### config.mk
export PLATFORM = sky130hd
export DESIGN_NAME = multicycle_ctrl
export DESIGN_NICKNAME = d
export VERILOG_FILES = /design/src/rtl/multicycle_ctrl.sv
export SDC_FILE = /design/constraint.sdc
export NUM_CORES = 1
export LEC_CHECK = 0
export CAP_MARGIN = 5
export CORE_UTILIZATION = 45
export DETAILED_ROUTE_END_ITERATION = 7
export PLACE_DENSITY = 0.75
export SYNTH_ARGS = -nofsm -noshare
export SYNTH_HDL_FRONTEND = slang
export SYNTH_SLANG_ARGS = --single-unit
### constraint.sdc
create_clock -name clk -period 5.55 [get_ports clk]
set_input_delay 1.11 -clock clk [delete_from_list [all_inputs] [get_ports clk]]
set_output_delay 1.11 -clock clk [all_outputs]
set_load 0.05 [all_outputs]
### src/rtl/multicycle_ctrl.sv
// Multi-cycle control FSM for a MIPS-subset fetch/decode/execute datapath.
// Sequences IF/ID/EX/MEM/WB, counts retired instructions and traps on illegal ops or memory timeouts.
module multicycle_ctrl #(
  parameter int CNT_W    = 32,
  parameter int WAIT_MAX = 8
) (
  input  logic             clk,
  input  logic             rst,
  input  logic [5:0]       op,
  input  logic [5:0]       func,
  input  logic             zero,
  input  logic             dmem_ack,
  output logic [2:0]       state,
  output logic             pc_we,
  output logic [1:0]       pc_src,
  output logic             ir_we,
  output logic [2:0]       alu_op,
  output logic             alu_src_b,
  output logic             ext_sign,
  output logic             dmem_req,
  output logic             dmem_we,
  output logic             rf_we,
  output logic             reg_dst,
  output logic             mem_to_reg,
  output logic [CNT_W-1:0] inst_retired,
  output logic             err,
  output logic [1:0]       err_code
);

  localparam int WAIT_W = (WAIT_MAX < 2) ? 1 : $clog2(WAIT_MAX);
  localparam logic [WAIT_W-1:0] WAIT_LAST = WAIT_W'(WAIT_MAX - 1);

  localparam logic [5:0] OP_RTYPE = 6'b000000;
  localparam logic [5:0] OP_J     = 6'b000010;
  localparam logic [5:0] OP_BEQ   = 6'b000100;
  localparam logic [5:0] OP_BNE   = 6'b000101;
  localparam logic [5:0] OP_ADDI  = 6'b001000;
  localparam logic [5:0] OP_ANDI  = 6'b001100;
  localparam logic [5:0] OP_ORI   = 6'b001101;
  localparam logic [5:0] OP_XORI  = 6'b001110;
  localparam logic [5:0] OP_LW    = 6'b100011;
  localparam logic [5:0] OP_SW    = 6'b101011;

  localparam logic [1:0] ERR_NONE    = 2'b00;
  localparam logic [1:0] ERR_ILLEGAL = 2'b01;
  localparam logic [1:0] ERR_TIMEOUT = 2'b10;

  localparam logic [1:0] PC_PLUS4  = 2'b00;
  localparam logic [1:0] PC_BRANCH = 2'b01;
  localparam logic [1:0] PC_JUMP   = 2'b10;

  localparam logic [2:0] ALU_ADD  = 3'b000;
  localparam logic [2:0] ALU_SUB  = 3'b001;
  localparam logic [2:0] ALU_AND  = 3'b010;
  localparam logic [2:0] ALU_OR   = 3'b011;
  localparam logic [2:0] ALU_XOR  = 3'b100;
  localparam logic [2:0] ALU_FUNC = 3'b111;

  typedef enum logic [2:0] {
    S_IF   = 3'd0,
    S_ID   = 3'd1,
    S_EX   = 3'd2,
    S_MEM  = 3'd3,
    S_WB   = 3'd4,
    S_TRAP = 3'd7
  } state_e;

  state_e            state_q, state_d;
  logic [WAIT_W-1:0] wait_q, wait_d;
  logic [CNT_W-1:0]  cnt_q, cnt_d;
  logic              err_q, err_d;
  logic [1:0]        err_code_q, err_code_d;
  logic              retire;
  logic              op_legal;
  logic              branch_taken;
  logic              func_unused;

  // The function field is decoded by the ALU control when alu_op selects it.
  assign func_unused = ^func;

  always_comb begin
    op_legal = 1'b0;
    case (op)
      OP_RTYPE, OP_J, OP_BEQ, OP_BNE, OP_ADDI,
      OP_ANDI, OP_ORI, OP_XORI, OP_LW, OP_SW: op_legal = 1'b1;
      default:                                op_legal = 1'b0;
    endcase
  end

  assign branch_taken = ((op == OP_BEQ) && zero) || ((op == OP_BNE) && !zero);

  always_comb begin
    state_d    = state_q;
    wait_d     = wait_q;
    err_d      = err_q;
    err_code_d = err_code_q;
    retire     = 1'b0;
    pc_we      = 1'b0;
    pc_src     = PC_PLUS4;
    ir_we      = 1'b0;
    alu_op     = ALU_ADD;
    alu_src_b  = 1'b0;
    ext_sign   = 1'b0;
    dmem_req   = 1'b0;
    dmem_we    = 1'b0;
    rf_we      = 1'b0;
    reg_dst    = 1'b0;
    mem_to_reg = 1'b0;

    case (state_q)
      S_IF: begin
        ir_we   = 1'b1;
        pc_we   = 1'b1;
        pc_src  = PC_PLUS4;
        state_d = S_ID;
      end

      S_ID: begin
        if (op == OP_J) begin
          pc_we   = 1'b1;
          pc_src  = PC_JUMP;
          retire  = 1'b1;
          state_d = S_IF;
        end else if (op_legal) begin
          state_d = S_EX;
        end else begin
          err_d      = 1'b1;
          err_code_d = ERR_ILLEGAL;
          state_d    = S_TRAP;
        end
      end

      S_EX: begin
        case (op)
          OP_RTYPE: begin
            alu_op  = ALU_FUNC;
            state_d = S_WB;
          end
          OP_ADDI: begin
            alu_op    = ALU_ADD;
            alu_src_b = 1'b1;
            ext_sign  = 1'b1;
            state_d   = S_WB;
          end
          OP_ANDI: begin
            alu_op    = ALU_AND;
            alu_src_b = 1'b1;
            state_d   = S_WB;
          end
          OP_ORI: begin
            alu_op    = ALU_OR;
            alu_src_b = 1'b1;
            state_d   = S_WB;
          end
          OP_XORI: begin
            alu_op    = ALU_XOR;
            alu_src_b = 1'b1;
            state_d   = S_WB;
          end
          OP_LW, OP_SW: begin
            alu_op    = ALU_ADD;
            alu_src_b = 1'b1;
            ext_sign  = 1'b1;
            wait_d    = '0;
            state_d   = S_MEM;
          end
          OP_BEQ, OP_BNE: begin
            // Branch resolves here, so the PC update shares the compare cycle.
            alu_op = ALU_SUB;
            if (branch_taken) begin
              pc_we  = 1'b1;
              pc_src = PC_BRANCH;
            end
            retire  = 1'b1;
            state_d = S_IF;
          end
          default: begin
            err_d      = 1'b1;
            err_code_d = ERR_ILLEGAL;
            state_d    = S_TRAP;
          end
        endcase
      end

      S_MEM: begin
        dmem_req = 1'b1;
        dmem_we  = (op == OP_SW);
        // A late ack on the final allowed cycle still completes the access.
        if (dmem_ack) begin
          if (op == OP_LW) begin
            state_d = S_WB;
          end else begin
            retire  = 1'b1;
            state_d = S_IF;
          end
        end else if (wait_q == WAIT_LAST) begin
          err_d      = 1'b1;
          err_code_d = ERR_TIMEOUT;
          state_d    = S_TRAP;
        end else begin
          wait_d = wait_q + WAIT_W'(1);
        end
      end

      S_WB: begin
        rf_we      = 1'b1;
        reg_dst    = (op == OP_RTYPE);
        mem_to_reg = (op == OP_LW);
        retire     = 1'b1;
        state_d    = S_IF;
      end

      S_TRAP: begin
        state_d = S_TRAP;
      end

      default: begin
        state_d = S_IF;
      end
    endcase

    // Nothing may strobe the datapath while reset is held.
    if (!rst) begin
      pc_we      = 1'b0;
      pc_src     = PC_PLUS4;
      ir_we      = 1'b0;
      alu_op     = ALU_ADD;
      alu_src_b  = 1'b0;
      ext_sign   = 1'b0;
      dmem_req   = 1'b0;
      dmem_we    = 1'b0;
      rf_we      = 1'b0;
      reg_dst    = 1'b0;
      mem_to_reg = 1'b0;
    end
  end

  assign cnt_d = cnt_q + CNT_W'(retire);

  always_ff @(posedge clk or negedge rst) begin
    if (!rst) begin
      state_q    <= S_IF;
      wait_q     <= '0;
      cnt_q      <= '0;
      err_q      <= 1'b0;
      err_code_q <= ERR_NONE;
    end else begin
      state_q    <= state_d;
      wait_q     <= wait_d;
      cnt_q      <= cnt_d;
      err_q      <= err_d;
      err_code_q <= err_code_d;
    end
  end

  assign state        = state_q;
  assign inst_retired = cnt_q;
  assign err          = err_q;
  assign err_code     = err_code_q;

endmodule

==> qor.txt <==
Levels on crit path -> 6
Pint -> 587 uW
DPL Wire Length -> 3470 um
Global route overflow -> 0
Die height -> 72.0 um
Clock power frac -> 0.184
Hold Path Class -> reg -> reg
Final slew viol count -> 0
Post-cts resize count -> 0
Crit path cell chain -> clkdlybuf4s50_1 -> inv_1 -> maj3_1 -> or3b_2 -> a21oi_1 -> clkdlybuf4s50_1
Peak VDD IR -> 0.000213 V
CP Class -> in -> out
Worst Tran Pin Value -> 0.556 ns
Global-route wire length before repair -> 8050 um
Crit path required time -> 4.44 ns
Ant. Diodes -> 0
Worst-Skew Late Latency -> 0.29 ns
Leak pwr -> 1.25 nW
Sequential fraction of the synthesis area -> 0.465
Outcome -> finished clean
Vias after detailed routing -> 1,774
Routed wire per std cell -> 13.9 um
Total die area -> 0.00519 sq mm
Buf+Inv Stages, Crit Path -> 3
Layout Nets -> 294
Logic pwr share -> 0.411
Power Dens Cells -> 343 mW/mm^2
RR Endpoint -> inst_retired[28]
EDFF count, synth -> 0
Seq cells post-synth -> 41
Final wirelength -> 4740 um
Critical path's top delay family -> buffers and inverters
DRT iter0 DRCs -> 103
Initial Utilization -> 0.467
Initial antenna violation count -> 0
Post-synth ARST share -> 1.00
Vias/cell -> 5.19
Crit-path max cell delay -> 0.82 ns
Worst EP arrival -> 3.64 ns
Final setup viols -> 0
Synthesized Nets -> 232
Post-route ant nets -> 0
Clock buffer count from CTS -> 5
Slowest cell on the critical path -> clkdlybuf4s50_1
Net load switching power -> 425 uW
Sequential share of power -> 0.405
Clock transition at path regs -> 0.07 ns
Cell mode on critical path -> clkdlybuf4s50_1
Library cells used by synthesis -> 50
Avg Inst Size Synth -> 10.4 sq um
Port Buffers -> 61
Area grow syn2layout -> 33.6%
Switching part of the total -> 0.420
Hold buffer count at CTS -> 0
Drt first pass iters -> 4
R2R depth -> 9
RSZ-0062 raised after global routing -> no
Sink Count -> 41
I/O Pins -> 68
Warnings from Yosys -> 0
FILL cells -> 393
Skew final -> 0.00774 ns
Worst-path fanout max -> 10
Worst hold stages -> 1
Root Buffer Master -> clkbuf_8
GRT Resource Usage Total -> 0.200
Syn Inst Count -> 212
Post-CTS Setup Bufs -> 0
Number of global-route vias before repair -> 1,671
Startpoint types -> input port
Crit end category -> output port
Max-Cap Viols -> 0
Layout cells sized above 1 -> 0.0800
CTS Buffer Depth -> 2
Core region area -> 0.00472 sq mm
Predominant post-synthesis flop cell -> dfrtp_1
Reg2Reg Launch Point -> state[2]
Final Hold Vio Count -> 0
Final hold slack -> 0.481 ns
FP Rows -> 25
Setup TNS -> 0 ns
Fin crit period -> 4.75 ns
Die W -> 72.0 um
Worst Setup EP -> alu_src_b
Relative max-transition margin -> 0.626
Synthesized cell area -> 0.00221 sq mm
Routability cong. -> 0.875
CP Launch Point -> op[2]
Final worst-path cycle share -> 0.857
CTS tree -> yes
Pin count of the biggest net entering global routing -> 34
Reg2reg setup slack -> 2.64 ns
Post-route DRC -> 0
Max Freq -> 210 MHz
CTS HTree Levels -> 2
-- cells in the final DEF (no fill, tap or decap), drive strengths merged, types with 2 or more instances in the layout --
cell	synthesis	routed
xor2	5	5
nand2	19	19
clkdlybuf4s50	0	60
and4	3	3
nor2	14	14
nor3	9	9
nor4	5	5
a22o	2	2
nand4	9	9
or3	3	3
buf	4	2
nor2b	3	3
a31oi	3	3
and2	2	2
a21oi	5	5
nand3	12	12
ha	4	4
dfrtp	41	41
clkbuf	3	6
o21ai	2	2
a22oi	2	2
clkinv	0	2
nor4bb	2	2
mux2	2	2
inv	7	7
and3	7	7
nand2b	3	3
xnor2	27	27
-- power by group through the flow --
stage | logic, mW | clock network (mW) | registers, mW
floorplan | 0.197 | 0 | 0.502
global placement | 0.411 | 0 | 0.415
detailed placement | 0.417 | 0 | 0.414
CTS | 0.418 | 0.191 | 0.410
global route | 0.447 | 0.205 | 0.421
finish | 0.416 | 0.186 | 0.410
-- cells in the mapped netlist, drive strengths merged, types with 3 or more instances --
cell type | number | share of area
nor4 | 5 | 0.028
and4 | 3 | 0.013
nor3 | 9 | 0.026
nor2b | 3 | 0.0085
nand4 | 9 | 0.032
clkbuf | 3 | 0.0051
buf | 4 | 0.012
dfrtp | 41 | 0.47
inv | 7 | 0.012
a21oi | 5 | 0.011
nor2 | 14 | 0.025
nand2b | 3 | 0.0085
xor2 | 5 | 0.020
nand3 | 12 | 0.029
xnor2 | 27 | 0.11
nand2 | 19 | 0.032
a31oi | 3 | 0.0085
ha | 4 | 0.023
and3 | 7 | 0.020
or3 | 3 | 0.011
-- layer usage --
layer / vias to the layer above / share of wire / global-route usage
met5: - / 0 / 0
met4: 0 / 0.013 / 0.0784
met3: 4 / 0.043 / 0.0333
met2: 68 / 0.47 / 0.317
met1: 821 / 0.47 / 0.277
li1: 881 / - / -
-- final cells by class --
cell class                      count  area (sq um)  share of cell area
Sequential cell                    41          1030               0.348
Tap cell                           67          83.8              0.0284
Inverter                            7          26.3             0.00891
Timing Repair Buffer               62           613               0.208
Clock inverter                      2          10.0             0.00340
Clock buffer                        6          72.6              0.0246
Multi-Input combinational cell    157          1120               0.379
-- state kept, by name (all words and copies together), names as in the netlist --
signal,count
err_code,2
inst_retired,32
wait_q,3
err,1
state,3
-- worst min path at each step --
stage | startpoint | to
after floorplan | wait_q[1] | wait_q[1]
after global placement | err | err
after detailed placement | err | err
after CTS | err | err
after global routing | err_code[0] | err_code[0]
final | err | err
-- through the flow --
step | cell area, sq um | setup WS [ns] | power, mW | cells | utilization
floorplan | 2210 | 0.934 | 0.700 | 212 | -
global placement | 2870 | 0.826 | 0.826 | 334 | 0.607
detailed placement | 2870 | 0.823 | 0.831 | 334 | 0.607
CTS | 2950 | 0.798 | 1.02 | 342 | 0.624
global route | 2950 | 0.673 | 1.07 | 342 | 0.624
finish | 2950 | 0.795 | 1.01 | 342 | 0.624
-- cells by family (layout without fill, tap and decap cells) --
family | count (synthesis) | count (layout) | share of synthesized area
XOR/XNOR | 32 | 32 | 0.127
flip-flops | 41 | 41 | 0.465
buffers and inverters | 14 | 77 | 0.0289
AND/OR/NAND/NOR | 95 | 95 | 0.264
AO/OA/AOI/OAI | 22 | 22 | 0.0726
multiplexers | 3 | 3 | 0.0147
adder cells (fa/ha/maj) | 5 | 5 | 0.0272
No activity file was read; power rests on OpenSTA's default activity.
==> variant (same flow settings) <==
`WAIT_MAX`: 8 -> 32.
--- a/src/rtl/multicycle_ctrl.sv
+++ b/src/rtl/multicycle_ctrl.sv
@@ -2,7 +2,7 @@
 // Sequences IF/ID/EX/MEM/WB, counts retired instructions and traps on illegal ops or memory timeouts.
 module multicycle_ctrl #(
   parameter int CNT_W    = 32,
-  parameter int WAIT_MAX = 8
+  parameter int WAIT_MAX = 32
 ) (
   input  logic             clk,
   input  logic             rst,
Behaviour: same outputs for any inputs over 10 cycles, from zero or initial values and one cycle with rst low; that may be too few to reach the edited logic, so the function may still have changed.
==> variant against the original RTL <==
Sequential power up 5.6%. First-iteration DRC count decreased by 20%. Worst setup slack better by 0.087 ns. Synthesized cell count is 15% higher. Sequential cell count rose by 2. Wire length rose by 7.3%. Combinational power is 2% higher. Total power increased by 3.6%. Area after synthesis rose by 8.1%. Final area increased by 5.9%. Non-clock buffer count did not move. Critical path type unchanged.
==> variant: results (changes against the original RTL) <==
| Metric | Value |
|---|---|
| Run status | finished clean (unchanged) |
| Leakage power | 1.31 nW (was 1.25 nW) |
| Internal reg-to-reg setup slack | 2.53 ns (was 2.64 ns) |
| Met2 demand-to-capacity share in global routing | 28.5% (was 31.7%) |
| Worst reg2reg path depth | 11 (was 9) |
| Arithmetic-cell share of the synthesized area counting full adders, half adders and majority gates | 2.62% (was 2.72%) |
| Arrival time worst endpoint | 3.56 ns (was 3.64 ns) |
| Total internal power | 0.000602 W (was 0.000587 W) |
| Met3 Track Usage GR | 4.02% (was 3.33%) |
| Routing usage on met1 | 27.7% (about the same) |
| Number of nets produced by synthesis | 265 (was 232) |
| Maximum number of pins on one net before global-route repair | 46 (was 34) |
| Compound-Gate Fraction of Synth Area | 6.66% (was 7.26%) |
| Total number of vias | 2003 (was 1774) |
| Global placement routability congestion | 0.819 (was 0.875) |
| Worst hold slack | 0.464 ns (was 0.481 ns) |
| Layout Skew | 0.00772 ns (was 0.00774 ns) |
| First-pass GRT wire length | 8.07 mm (was 8.05 mm) |
| Violation count after the first detailed-routing iteration | 82 (was 103) |
| Sequential share of the synthesized area | 45.1% (was 46.5%) |
| R2r startpoint | state[1]$_DFFE_PN0P_ (was state[2]$_DFFE_PN0P_) |
| Number of global-route vias before repair | 1712 (was 1671) |
| Pin slew with the least headroom to its limit | 0.542 ns (was 0.556 ns) |
| Leading cell types by total area after synthesis | sky130_fd_sc_hd__dfrtp_1 45%, sky130_fd_sc_hd__xnor2_1 8.4%, sky130_fd_sc_hd__nor2_1 4.1%, sky130_fd_sc_hd__xor2_1 4.0%, sky130_fd_sc_hd__nand2_1 3.5% (was sky130_fd_sc_hd__dfrtp_1 47%, sky130_fd_sc_hd__xnor2_1 11%, sky130_fd_sc_hd__nand2_1 3.2%, sky130_fd_sc_hd__nand3_1 2.5%, sky130_fd_sc_hd__ha_1 2.3%) |
| Post-synthesis share of cell area spent on xor and xnor gates | 12.5% (was 12.7%) |
-- variant: cell count changes after synthesis, sizes merged, moves of 3 or more --
cell and delta:
buf +3, nand4 +4, o21ai +4, nor4 -4, a31oi -3, xnor2 -4
nand2 +3, nor2 +13, xor2 +6, nand3b +3, and4 +3
-- variant: power by group through the flow --
stage | registers, W | clock network [W] | logic, W
after floorplan | 0.000519 | 0 | 0.000216
after global placement | 0.000438 | 0 | 0.000421
after detailed placement | 0.000438 | 0 | 0.000426
after CTS | 0.000433 | 0.000198 | 0.000427
after global routing | 0.000443 | 0.000211 | 0.000459
final | 0.000433 | 0.000191 | 0.000424
-- variant: kinds of logic after synthesis --
family,Yosys count
and+or+nand+nor,123
DFF,43
buffers and inverters,13
adders and majority gates,5
AOI/OAI and AO/OA,24
xor gates and xnor gates,34
muxes,2
-- variant: worst max path at each step --
stage	from	end	cells past startpoint
after floorplan	op[1]	alu_op[2]	3
after global placement	op[1]	pc_we	6
after detailed placement	op[1]	pc_we	6
after CTS	op[1]	pc_we	6
after global routing	op[1]	pc_we	6
final	op[1]	pc_we	6
-- variant: metal layers --
layer | routed length (um) | vias to the layer above
li1 | - | 989
met1 | 2500 | 954
met2 | 2290 | 58
met3 | 255 | 2
met4 | 34 | 0
met5 | 0 | -
-- variant: layout make-up --
| cell class | instances | area [sq um] |
|---|---|---|
| well taps | 70 | 87.6 |
| fillers | 450 | 1980 |
| flip-flops and latches | 43 | 1080 |
| clock buffers | 6 | 72.6 |
| clock inverters | 2 | 12.5 |
| inverters | 5 | 18.8 |
| repair buffers | 62 | 613 |
| multi-input cells | 188 | 1240 |
-- variant: through the flow --
stage                     area [sq um]  setup WS (ns)  std cells  total power, W  utilization (%)
after floorplan                   2380          0.331        244        0.000735                -
after global placement            3040          0.944        368        0.000858             59.5
after detailed placement          3040          0.918        368        0.000864             59.5
after CTS                         3120          0.895        376         0.00106             61.1
after global routing              3120          0.712        376         0.00111             61.1
final                             3120          0.882        376         0.00105             61.1
-- variant: critical path, cell delays in order --
cell,delay [ns]
sky130_fd_sc_hd__clkdlybuf4s50_1,0.60
sky130_fd_sc_hd__nor3_1,0.38
sky130_fd_sc_hd__nand3b_1,0.20
sky130_fd_sc_hd__o31ai_1,0.25
sky130_fd_sc_hd__and4b_1,0.21
sky130_fd_sc_hd__clkdlybuf4s50_1,0.80
